$ cat src/rtl/alien_march_ctrl.sv
// alien_march_ctrl: fleet-level march controller for the alien formation.
// Drives the shared move_left/move_right/move_down levels, paces them with a
// frame-based step counter and raises the invasion / wave-clear indications.
// Optional feature macro: ALIEN_SPEEDUP_EN. When it is defined, the step
// period shrinks as aliens are destroyed. When it is undefined, the period is
// the constant STEP_FRAMES.
module alien_march_ctrl #(
  parameter int NUM_ALIENS      = 8,
  parameter int STEP_FRAMES     = 200,
  parameter int MIN_STEP_FRAMES = 40,
  parameter int SPEEDUP_FRAMES  = 20
) (
  input  logic                  clk,
  input  logic                  rst,
  input  logic [1:0]            mode,
  input  logic [9:0]            xCoord,
  input  logic [9:0]            yCoord,
  input  logic [NUM_ALIENS-1:0] is_edge,
  input  logic [NUM_ALIENS-1:0] is_bottom,
  input  logic [NUM_ALIENS-1:0] alien_alive,
  output logic                  move_left,
  output logic                  move_right,
  output logic                  move_down,
  output logic                  step_tick,
  output logic [7:0]            alive_count,
  output logic                  invaded,
  output logic                  wave_clear
);

  typedef enum logic [2:0] {
    ST_IDLE   = 3'd0,
    ST_RIGHT  = 3'd1,
    ST_DOWN_R = 3'd2,
    ST_LEFT   = 3'd3,
    ST_DOWN_L = 3'd4,
    ST_OVER   = 3'd5,
    ST_CLEAR  = 3'd6
  } state_t;

  localparam logic [10:0] STEP_P = 11'(STEP_FRAMES);

  // Number of set bits in the alive vector.
  function automatic logic [7:0] popcount(input logic [NUM_ALIENS-1:0] v);
    logic [7:0] c;
    c = 8'd0;
    for (int i = 0; i < NUM_ALIENS; i++) begin
      c = c + {7'd0, v[i]};
    end
    return c;
  endfunction

  state_t      state_q, state_d;
  logic [10:0] frame_cnt_q, frame_cnt_d;
  logic        frame_raw_q, frame_raw_d;
  logic        frame_tick_q, frame_tick_d;
  logic        step_tick_q, step_tick_d;
  logic [7:0]  alive_count_q, alive_count_d;
  logic        bottom_any_q, bottom_any_d;
  logic        move_left_q, move_left_d;
  logic        move_right_q, move_right_d;
  logic        move_down_q, move_down_d;
  logic        invaded_q, invaded_d;
  logic        wave_clear_q, wave_clear_d;

  logic        frame_raw;
  logic        edge_any;
  logic        bottom_any;
  logic        marching;
  logic [10:0] period;
  logic [10:0] period_m1;

  assign frame_raw  = (xCoord == 10'd0) && (yCoord == 10'd0);
  // Dead aliens keep stale edge/bottom flags; mask them out.
  assign edge_any   = |(is_edge & alien_alive);
  assign bottom_any = |(is_bottom & alien_alive);
  assign marching   = (state_q == ST_RIGHT) || (state_q == ST_DOWN_R) ||
                      (state_q == ST_LEFT)  || (state_q == ST_DOWN_L);

`ifdef ALIEN_SPEEDUP_EN
  logic [7:0]  dead_cnt;
  logic [18:0] reduce;

  // Speed-up period: shrink per destroyed alien, saturating at the floor.
  always_comb begin
    dead_cnt = 8'(NUM_ALIENS) - alive_count_q;
    reduce   = 19'(SPEEDUP_FRAMES) * {11'd0, dead_cnt};
    if (reduce >= 19'(STEP_FRAMES - MIN_STEP_FRAMES)) begin
      period = 11'(MIN_STEP_FRAMES);
    end else begin
      period = STEP_P - reduce[10:0];
    end
  end
`else
  assign period = STEP_P;
`endif

  assign period_m1 = period - 11'd1;

  // Frame edge detection and per-clock aggregate registers.
  always_comb begin
    frame_raw_d   = frame_raw;
    frame_tick_d  = frame_raw & ~frame_raw_q;
    alive_count_d = popcount(alien_alive);
    bottom_any_d  = bottom_any;
  end

  // Next-state, step counter and registered output decodes.
  always_comb begin
    state_d     = state_q;
    frame_cnt_d = frame_cnt_q;
    step_tick_d = 1'b0;
    case (mode)
      2'd0, 2'd1: begin
        state_d     = ST_IDLE;
        frame_cnt_d = 11'd0;
      end
      2'd3: begin
        // Paused: state and counter frozen, outputs hold via the decode.
        state_d     = state_q;
        frame_cnt_d = frame_cnt_q;
      end
      default: begin
        if (state_q == ST_IDLE) begin
          state_d     = ST_RIGHT;
          frame_cnt_d = 11'd0;
        end else if (marching) begin
          if (frame_tick_q) begin
            // >= so that a period shrinking below the count wraps next tick.
            if (frame_cnt_q >= period_m1) begin
              frame_cnt_d = 11'd0;
              step_tick_d = 1'b1;
            end else begin
              frame_cnt_d = frame_cnt_q + 11'd1;
            end
          end else begin
            frame_cnt_d = frame_cnt_q;
          end
          if (alive_count_q == 8'd0) begin
            state_d = ST_CLEAR;
          end else if (bottom_any_q) begin
            state_d = ST_OVER;
          end else if (step_tick_d) begin
            case (state_q)
              ST_RIGHT:  state_d = edge_any ? ST_DOWN_R : ST_RIGHT;
              ST_DOWN_R: state_d = ST_LEFT;
              ST_LEFT:   state_d = edge_any ? ST_DOWN_L : ST_LEFT;
              ST_DOWN_L: state_d = ST_RIGHT;
              default:   state_d = state_q;
            endcase
          end else begin
            state_d = state_q;
          end
        end else begin
          // OVER / CLEAR hold while play mode persists.
          state_d = state_q;
        end
      end
    endcase

    move_right_d = (state_d == ST_RIGHT);
    move_left_d  = (state_d == ST_LEFT);
    move_down_d  = (state_d == ST_DOWN_R) || (state_d == ST_DOWN_L);
    invaded_d    = (state_d == ST_OVER);
    wave_clear_d = (state_d == ST_CLEAR);
  end

  // State, counter and output registers with asynchronous active-low reset.
  always_ff @(posedge clk or negedge rst) begin
    if (!rst) begin
      state_q       <= ST_IDLE;
      frame_cnt_q   <= 11'd0;
      frame_raw_q   <= 1'b0;
      frame_tick_q  <= 1'b0;
      step_tick_q   <= 1'b0;
      alive_count_q <= 8'd0;
      bottom_any_q  <= 1'b0;
      move_left_q   <= 1'b0;
      move_right_q  <= 1'b0;
      move_down_q   <= 1'b0;
      invaded_q     <= 1'b0;
      wave_clear_q  <= 1'b0;
    end else begin
      state_q       <= state_d;
      frame_cnt_q   <= frame_cnt_d;
      frame_raw_q   <= frame_raw_d;
      frame_tick_q  <= frame_tick_d;
      step_tick_q   <= step_tick_d;
      alive_count_q <= alive_count_d;
      bottom_any_q  <= bottom_any_d;
      move_left_q   <= move_left_d;
      move_right_q  <= move_right_d;
      move_down_q   <= move_down_d;
      invaded_q     <= invaded_d;
      wave_clear_q  <= wave_clear_d;
    end
  end

  assign move_left   = move_left_q;
  assign move_right  = move_right_q;
  assign move_down   = move_down_q;
  assign step_tick   = step_tick_q;
  assign alive_count = alive_count_q;
  assign invaded     = invaded_q;
  assign wave_clear  = wave_clear_q;

endmodule

$ cat config.mk
export PLATFORM = sky130hd
export DESIGN_NAME = alien_march_ctrl
export DESIGN_NICKNAME = d
export VERILOG_FILES = /design/src/rtl/alien_march_ctrl.sv
export SDC_FILE = /design/constraint.sdc
export NUM_CORES = 1
export LEC_CHECK = 0
export ABC_CLOCK_PERIOD_IN_PS = 2300
export BUFFER_PORTS_ARGS = -buffer_cell sky130_fd_sc_hd__buf_2
export CORE_MARGIN = 2
export CORE_UTILIZATION = 35
export DETAILED_ROUTE_END_ITERATION = 8
export GPL_TIMING_DRIVEN = 0
export PLACE_DENSITY = 0.63
export SLEW_MARGIN = 30
export SYNTH_ARGS = -nofsm -noshare
export SYNTH_HDL_FRONTEND = slang
export SYNTH_SLANG_ARGS = --single-unit
$ cat constraint.sdc
create_clock -name clk -period 2.3 [get_ports clk]
set_input_delay 0.23 -clock clk [delete_from_list [all_inputs] [get_ports clk]]
set_output_delay 0.23 -clock clk [all_outputs]
set_load 0.05 [all_outputs]
==> impl_metrics.py, run 1 <==
metrics = {
    "run_status": {
        "status": "complete, but fails checks",
        "violations": "setup timing",
    },
    "logic_synthesis": {
        "synth-seq-cells": 27,
        "synth_edf_count": 0,
        "async_reset_ff_share_pct": 100.0,
        "yosys_most_used_dff": "dfrtp_1",
        "yosys_warnings": 0,
        "yosysUniqueCellTypes": 50,
        "netlist_instances": 162,
        "syn-mean-instance-area_um2": 9.986,
        "ys_seq_area_share_pct": 41.76,
        "syn_area_mm2": 0.001618,
    },
    "clocking": {
        "cts_sinks": 27,
        "cts.clk_slew.worst_paths_ns": 0.09,
        "htree_num_levels": 1,
        "cts_buffers": 3,
        "insertion_delay_ns": 0.27,
        "cts-root-buf": "clkbuf_8",
        "cts_tree": "built",
        "clock_path_buffers": 2,
    },
    "detailed_routing": {
        "ant_nets": 0,
        "vias": 1457,
        "wl_um": 3586,
        "post_drt_wl_per_cell_um": 12.45,
        "route.detailed.drc": 0,
        "via_per_inst": 5.059,
        "drt-initial-drc-count": 85,
        "first_pass_iters": 4,
    },
    "power_and_ir_drop": {
        "max-vdd-ir-drop_mv": 0.4971,
        "total_power_mw": 1.376,
        "leakage_nw": 1.064,
        "p_per_area_mw_per_mm2": 634.4,
    },
    "layout": {
        "antenna_cells": 0,
        "nNetsFinal": 293,
        "fillers": 424,
        "final_util_pct": 49.15,
        "area_growth_pct": 34.11,
        "final_common_cell": "buf_2",
        "final_cell_mix": "buf_2, dfrtp_1, buf_4",
        "drive_above_1_share_pct": 40.68,
        "multi_input_area_um2": 918.4,
        "design_area_mm2": 0.002170,
        "regArea_um2": 675.6,
    },
    "sta": {
        "fin_crit_ns": 2.478,
        "fmax_mhz": 403.6,
        "worst_slack_ns": -0.1780,
        "min_period_over_period_pct": 107.7,
        "fin_worst_skew_ns": 0.004571,
        "rsz0062_at_grt": "yes",
        "hold_viol": 0,
        "worst_pin_slew_ns": 0.6885,
        "relSlewSlack_pct": 53.68,
        "fin_setup_tns_ns": -0.7525,
        "slew_violations": 0,
        "finalSetupViolations": 8,
    },
    "global_route": {
        "overflow": 0,
        "grt_pass1_wl_um": 5968,
        "grt_pass1_vias": 1349,
        "grt_max_degree": 28,
        "antenna_found_initial": 0,
        "track_usage_pct": 14.35,
    },
    "place": {
        "gp_congestion": 0.7666,
        "postPlaceCellArea_mm2": 0.001987,
        "io_buffers": 57,
        "dpl.hpwl_um": 2629,
    },
    "critical_path": {
        "cpPeakStageDelay_ns": 0.43,
        "critPathCaptureType": "flip-flop",
        "crit_path_cell_trace": "ha_2, a2111o_1, o311ai_4, o21ai_1, a21o_1, a221oi_4, mux2_4",
        "startpoint_type": "flip-flop",
        "arrival_ns": 2.64,
        "cpMaxStageDelayCell": "a2111o_1",
        "path_class": "flip-flop to flip-flop",
        "cp_max_fo": 5,
        "required_ns": 2.46,
    },
    "floorplanning": {
        "core_area_mm2": 0.004414,
        "fp.dieArea_mm2": 0.005182,
        "die_h_um": 71.99,
        "floorplan.io_pins": 62,
        "die_w_um": 71.99,
        "rows": 24,
        "start_util_pct": 36.65,
    },
    "min_path": {
        "hold_class": "input pin to flip-flop",
    },
    "flow_run": {
        "maxCapViolations": 0,
    },
}
-- worst max-delay path: cells and delay by family, from the launching register on --
family | cells | cell delay [ns]
AO/OA/AOI/OAI | 5 | 1.43
flip-flops | 1 | 0.40
multiplexers | 1 | 0.33
adder cells (fa/ha/maj) | 1 | 0.20
-- per-stage QoR --
step / worst slack, ns / cells / hold slack (ns)
after detailed placement: -0.3793 / 274 / 0.2788
after floorplan: -0.2031 / 165 / -0.06559
final: -0.1780 / 288 / 0.1843
after CTS: -0.1526 / 285 / 0.1865
after global placement: -0.3727 / 274 / 0.2710
after global routing: -0.2765 / 288 / 0.1991
-- Yosys cell counts, types with 2 or more instances --
library cell / n / share of area [%]
a21oi_1: 4 / 1.2
a22oi_1: 8 / 3.7
a31oi_1: 2 / 0.77
and3_2: 3 / 1.4
and4_1: 2 / 1.1
buf_4: 6 / 2.8
dfrtp_1: 27 / 42
fa_1: 4 / 4.9
ha_1: 4 / 3.1
inv_1: 10 / 2.3
nand2_1: 11 / 2.6
nand2b_1: 4 / 1.5
nand3_1: 4 / 1.2
nand4_1: 2 / 0.77
nor2_1: 14 / 3.2
nor2b_1: 3 / 1.2
nor3_1: 2 / 0.62
nor4_1: 6 / 2.3
o211ai_1: 2 / 0.93
o21ai_0: 13 / 4.0
o31ai_1: 2 / 0.93
-- final timing paths --
kind                           startpoint        endpoint  slack (ns)  cells after the start
min                          is_bottom[5]    bottom_any_q        0.18                      3
min reg2reg                   frame_raw_q    frame_tick_q        0.42                      1
max                        frame_cnt_q[0]       move_down       -0.18                      7
min in group asynchronous             rst  frame_cnt_q[8]        0.50                      2
max in group asynchronous             rst      move_right        1.40                      2
max reg2reg                frame_cnt_q[0]       move_down       -0.18                      7
-- power by group --
part           internal (mW)  switching (mW)  leakage, nW
clock network          0.124           0.143       0.0228
logic                  0.198           0.356        0.679
registers              0.526          0.0288        0.361
total                  0.848           0.528         1.06
-- layout make-up --
class,count,area share [%]
inverters,10,1.730
well taps,52,2.999
flip-flops and latches,27,31.14
multi-input cells,122,42.33
clock buffers,4,2.076
repair buffers,67,17.65
plain buffers,6,2.076
-- flip-flops by register name (all words and copies together) (netlist names) --
name          flops
move_right        1
frame_tick_q      1
bottom_any_q      1
frame_cnt_q      11
step_tick         1
move_down         1
move_left         1
wave_clear        1
frame_raw_q       1
state_q           3
alive_count       4
invaded           1
-- routing by layer --
metal / wire length [um] / up-vias / global-route usage, %
met5: 0 / - / 0
met4: 30 / 0 / 5.660
met2: 1643 / 51 / 22.63
li1: - / 736 / -
met3: 187 / 3 / 1.389
met1: 1724 / 667 / 20.41
-- what timing repair did --
action	4_1_cts	5_1_grt
buffers inserted	6	3
resized for setup	3	13
pin swaps	6	6
endpoints found under the setup margin	7	12
hold buffers	1	0
endpoints found under the hold margin	27	0
-- cell families (layout without fill, tap and decap cells) --
logic type | Yosys count | in the layout | share of synthesized area (%)
flip-flops | 27 | 27 | 41.76
other | 1 | 4 | 0.2318
AO/OA/AOI/OAI | 43 | 43 | 20.19
AND/OR/NAND/NOR | 63 | 63 | 22.04
XOR/XNOR | 2 | 2 | 1.083
multiplexers | 1 | 1 | 0.9278
buffers and inverters | 16 | 87 | 5.104
adder cells (fa/ha/maj) | 9 | 9 | 8.662
No activity file was read; power rests on OpenSTA's default activity.
==> inputs of run 2 (changes only) <==
Settings changed: RECOVER_POWER from default to 25.
==> impl_metrics.py, run 2 (synthesized netlist as in run 1, its figures left out) <==
metrics = {
    "floorplanning": {
        "die_h_um": 71.99,
        "floorplan.io_pins": 62,
        "rows": 24,
        "start_util_pct": 36.65,
        "core_area_mm2": 0.004414,
        "fp.dieArea_mm2": 0.005182,
        "die_w_um": 71.99,
    },
    "sta": {
        "min_period_over_period_pct": 107.7,
        "fin_hold_ws_ns": 0.1843,
        "worst_pin_slew_ns": 1.452,
        "relSlewSlack_pct": 3.196,
        "fmax_mhz": 403.6,
        "fin_crit_ns": 2.478,
        "fin_worst_skew_ns": 0.004515,
        "hold_viol": 0,
        "slew_violations": 0,
        "finalSetupViolations": 8,
        "worst_slack_ns": -0.1779,
        "rsz0062_at_grt": "yes",
    },
    "layout": {
        "drive_above_1_share_pct": 40.25,
        "antenna_cells": 0,
        "nNetsFinal": 293,
        "largest_register_ffs": 11,
        "final_common_cell": "buf_2",
        "final_cell_mix": "buf_2, dfrtp_1, buf_4, nor2_1, o21ai_0",
        "regMostFlops": "frame_cnt_q",
        "fin_cells": 288,
        "area_growth_pct": 34.03,
    },
    "clocking": {
        "cts_buffers": 3,
        "cts-root-buf": "clkbuf_8",
        "htree_num_levels": 1,
        "clock_path_buffers": 2,
        "insertion_delay_ns": 0.27,
        "cts_tree": "built",
        "cts.clk_slew.worst_paths_ns": 0.09,
        "cts_sinks": 27,
    },
    "critical_path": {
        "arrival_ns": 2.64,
        "cpMaxStageDelayCell": "a2111o_1",
        "rrSetupSlack_ns": -0.18,
        "path_class": "flip-flop to flip-flop",
        "worstRegToRegCells": 7,
        "crit_path_cell_trace": "ha_2, a2111o_1, o311ai_4, o21ai_1, a21o_1, a221oi_4, mux2_4",
        "critPathCaptureType": "flip-flop",
        "required_ns": 2.46,
        "r2r-start": "frame_cnt_q[0]",
        "startpoint_type": "flip-flop",
        "cp-endpoint": "move_down",
        "cp-startpoint": "frame_cnt_q[0]",
        "cpPeakStageDelay_ns": 0.43,
        "cp_max_fo": 5,
        "cp.depth": 7,
        "crit_family": "compound AO/OA/AOI/OAI gates",
        "reg2reg_to": "move_down",
        "crit_buf_inv": 0,
    },
    "global_route": {
        "busiest_layer": "met2",
        "met1_usage_pct": 20.41,
        "use_met2_pct": 22.63,
        "grt_pass1_vias": 1349,
        "track_usage_pct": 14.35,
        "grt_pass1_wl_um": 5968,
        "grt_max_degree": 28,
        "use_met3_pct": 1.389,
        "overflow": 0,
        "antenna_found_initial": 0,
    },
    "place": {
        "dpl.hpwl_um": 2629,
        "dp_cells": 274,
        "gp_congestion": 0.7666,
        "io_buffers": 57,
    },
    "detailed_routing": {
        "ant_nets": 0,
        "route.detailed.drc": 0,
        "drt-initial-drc-count": 63,
        "post_drt_wl_per_cell_um": 12.45,
        "via_per_inst": 5.063,
        "vias": 1458,
        "wl_um": 3585,
        "first_pass_iters": 4,
    },
    "power_and_ir_drop": {
        "p_per_area_mw_per_mm2": 634.6,
        "total_power_mw": 1.376,
        "max-vdd-ir-drop_mv": 0.4971,
        "leakage_nw": 1.061,
    },
    "run_status": {
        "status": "complete, but fails checks",
        "violations": "setup timing",
    },
    "flow_run": {
        "maxCapViolations": 0,
    },
    "min_path": {
        "hold_class": "input pin to flip-flop",
    },
}
## run 2: cell count changes in the layout (fill, tap and decap cells not counted)
cell	before	now
clkbuf_4	0	1
buf_4	14	13
clkbuf_1	1	2
buf_2	55	54
## run 2: layout make-up
| class | count | area [um^2] |
|---|---|---|
| Clock buffer | 4 | 45.04 |
| Timing Repair Buffer | 67 | 381.6 |
| Inverter | 10 | 37.54 |
| Fill cell | 425 | 2246 |
| Sequential cell | 27 | 675.6 |
| Buffer | 6 | 45.04 |
| Tap cell | 52 | 65.06 |
| Multi-Input combinational cell | 122 | 918.4 |
## run 2: how the worst min path moves through the flow
stage                            start        endpoint  slack, ns  cells after the start
after floorplan                    rst  alive_count[0]      -0.07                      0
after global placement             rst  frame_cnt_q[7]       0.27                      1
after detailed placement           rst     frame_raw_q       0.28                      1
after CTS                 is_bottom[5]    bottom_any_q       0.19                      3
after global routing      is_bottom[5]    bottom_any_q       0.20                      3
final                     is_bottom[5]    bottom_any_q       0.18                      3
## run 2: tightest hold or removal path: stages
cell and delay (ns):
buf_2 0.08, a22oi_1 0.05, nand4_1 0.07
## run 2: per-layer routing
layer	part of all wire, %	routed length (um)
met2	46	1645
met3	5.4	194
met5	0	0
met1	48	1715
met4	0.84	30
## run 2: per-stage QoR
stage | utilization (%) | cell area [um^2] | setup WS [ns] | TNS, ns
after floorplan | - | 1637 | -0.2031 | -0.4358
after global placement | 45.01 | 1987 | -0.3727 | -1.229
after detailed placement | 45.01 | 1987 | -0.3793 | -1.262
after CTS | 47.45 | 2095 | -0.1526 | -0.4844
after global routing | 49.12 | 2168 | -0.2765 | -1.543
final | 49.12 | 2168 | -0.1779 | -0.7506
## run 2: repair_timing
item	4_1_cts	5_1_grt
endpoints found under the setup margin	7	12
hold endpoints to repair	27	0
resized for setup	3	13
pin swaps	6	6
hold buffers	1	0
setup buffers	6	3
## run 2: report_power, final
group          internal [mW]  total [mW]  leakage, nW  switching, mW
sequential             0.526       0.555        0.361         0.0288
combinational          0.198       0.554        0.676          0.356
clock                  0.124       0.268       0.0228          0.143
==> inputs of run 3 (changes only) <==
Settings changed: CORE_MARGIN 2 to 5, CTS_BUF_LIST from default to sky130_fd_sc_hd__clkbuf_4 sky130_fd_sc_hd__clkbuf_8 sky130_fd_sc_hd__clkbuf_16.
==> impl_metrics.py, run 3 (synthesized netlist as in run 1, its figures left out) <==
metrics = {
    "run_status": {
        "status": "complete, but fails checks",
        "violations": "setup timing",
    },
    "min_path": {
        "hold_class": "input pin to flip-flop",
        "hold_end": "bottom_any_q",
        "whs_path_depth": 3,
        "hp-start": "is_bottom[5]",
    },
    "power_and_ir_drop": {
        "p_per_area_mw_per_mm2": 634.3,
        "total_power_mw": 1.385,
        "leakage_nw": 1.075,
        "max-vdd-ir-drop_mv": 0.5602,
    },
    "sta": {
        "fin_hold_ws_ns": 0.1884,
        "finalSetupViolations": 3,
        "fin_worst_skew_ns": 0.007857,
        "min_period_over_period_pct": 103.3,
        "slew_violations": 0,
        "worst_slack_ns": -0.07619,
        "fin_crit_ns": 2.376,
        "worst_pin_slew_ns": 1.440,
        "fmax_mhz": 420.8,
        "rsz0062_at_grt": "yes",
        "fin_setup_tns_ns": -0.1916,
        "hold_viol": 0,
        "relSlewSlack_pct": 4.027,
    },
    "critical_path": {
        "startpoint_type": "input pin",
        "r2r-start": "frame_cnt_q[0]",
        "cp_max_fo": 2,
        "path_class": "input pin to flip-flop",
        "critPathCaptureType": "flip-flop",
        "required_ns": 2.46,
        "reg2reg_to": "move_down",
        "arrival_ns": 2.53,
        "rrSetupSlack_ns": -0.05,
        "worstRegToRegCells": 7,
    },
    "floorplanning": {
        "start_util_pct": 36.65,
        "fp.dieArea_mm2": 0.006082,
        "rows": 24,
        "die_w_um": 77.99,
        "core_area_mm2": 0.004414,
        "die_h_um": 77.99,
        "floorplan.io_pins": 62,
    },
    "layout": {
        "drive_above_1_share_pct": 42.50,
        "multi_input_area_um2": 905.9,
        "fillers": 426,
        "fin_cells": 292,
        "antenna_cells": 0,
        "area_growth_pct": 34.96,
        "largest_register_ffs": 11,
        "design_area_mm2": 0.002183,
        "final_cell_mix": "buf_2, dfrtp_1, buf_4",
        "regMostFlops": "frame_cnt_q",
        "final_util_pct": 49.46,
        "final_common_cell": "buf_2",
        "nNetsFinal": 297,
        "regArea_um2": 675.6,
    },
    "clocking": {
        "cts_buffers": 3,
        "cts_sinks": 27,
        "clock_path_buffers": 2,
        "cts.clk_slew.worst_paths_ns": 0.08,
        "cts_tree": "built",
        "insertion_delay_ns": 0.27,
        "htree_num_levels": 1,
        "cts-root-buf": "clkbuf_8",
    },
    "place": {
        "io_buffers": 57,
        "dp_cells": 274,
        "dp_slack_ns": -0.3984,
        "dpl.hpwl_um": 2880,
        "gp_congestion": 0.7669,
        "postPlaceCellArea_mm2": 0.001987,
    },
    "global_route": {
        "antenna_found_initial": 0,
        "overflow": 0,
        "grt_max_degree": 28,
        "grt_pass1_wl_um": 6458,
        "grt_pass1_vias": 1515,
        "track_usage_pct": 12.54,
    },
    "detailed_routing": {
        "vias": 1478,
        "ant_nets": 0,
        "via_per_inst": 5.062,
        "drt-initial-drc-count": 32,
        "first_pass_iters": 6,
        "route.detailed.drc": 0,
        "wl_um": 3704,
        "post_drt_wl_per_cell_um": 12.68,
    },
    "flow_run": {
        "maxCapViolations": 0,
    },
}
==> run 3: cell types whose count changed in the layout (fill, tap and decap cells not counted), sizes merged <==
| cell | change |
|---|---|
| buf | +4 |
| clkbuf | -1 |
| clkinv | +1 |
==> run 3: routing by layer <==
layer	track usage [%]	vias to the layer above	wire, um
met2	20.28	51	1723
li1	-	741	-
met1	17.00	683	1684
met3	3.241	3	285
met4	2.534	0	10
met5	0	-	0
==> run 3: critical path, stage by stage <==
cell,delay (ns)
buf_8,0.10
fa_1,0.52
inv_1,0.05
fa_1,0.46
fa_1,0.49
inv_1,0.06
ha_4,0.16
fa_2,0.33
xor2_1,0.15
==> run 3: repair_timing <==
item,4_1_cts,5_1_grt
resized for setup,7,7
endpoints found under the setup margin,7,16
endpoints found under the hold margin,27,0
pin swaps,6,5
buffers inserted,10,3
hold buffers,1,0
==> run 3: power breakdown <==
part	internal, mW	total, mW	switching, mW
registers	0.526	0.552	0.0262
logic	0.210	0.570	0.360
clock network	0.121	0.263	0.142
==> run 3: worst max-delay path by stage <==
stage / start / end / slack (ns) / cells past startpoint
after floorplan: alien_alive[0] / alive_count[2] / -0.20 / 8
after global placement: alien_alive[0] / alive_count[2] / -0.37 / 9
after detailed placement: alien_alive[0] / alive_count[2] / -0.40 / 9
after CTS: frame_cnt_q[1] / move_down / -0.12 / 7
after global routing: frame_cnt_q[0] / move_down / -0.13 / 7
final: alien_alive[0] / alive_count[2] / -0.08 / 9
==> run 3: layout make-up <==
cell class | count | share of cell area [%]
repair buffers | 71 | 18.68
flip-flops and latches | 27 | 30.95
well taps | 52 | 2.980
plain buffers | 6 | 2.063
clock buffers | 3 | 1.891
inverters | 10 | 1.719
clock inverters | 1 | 0.2292
multi-input cells | 122 | 41.49
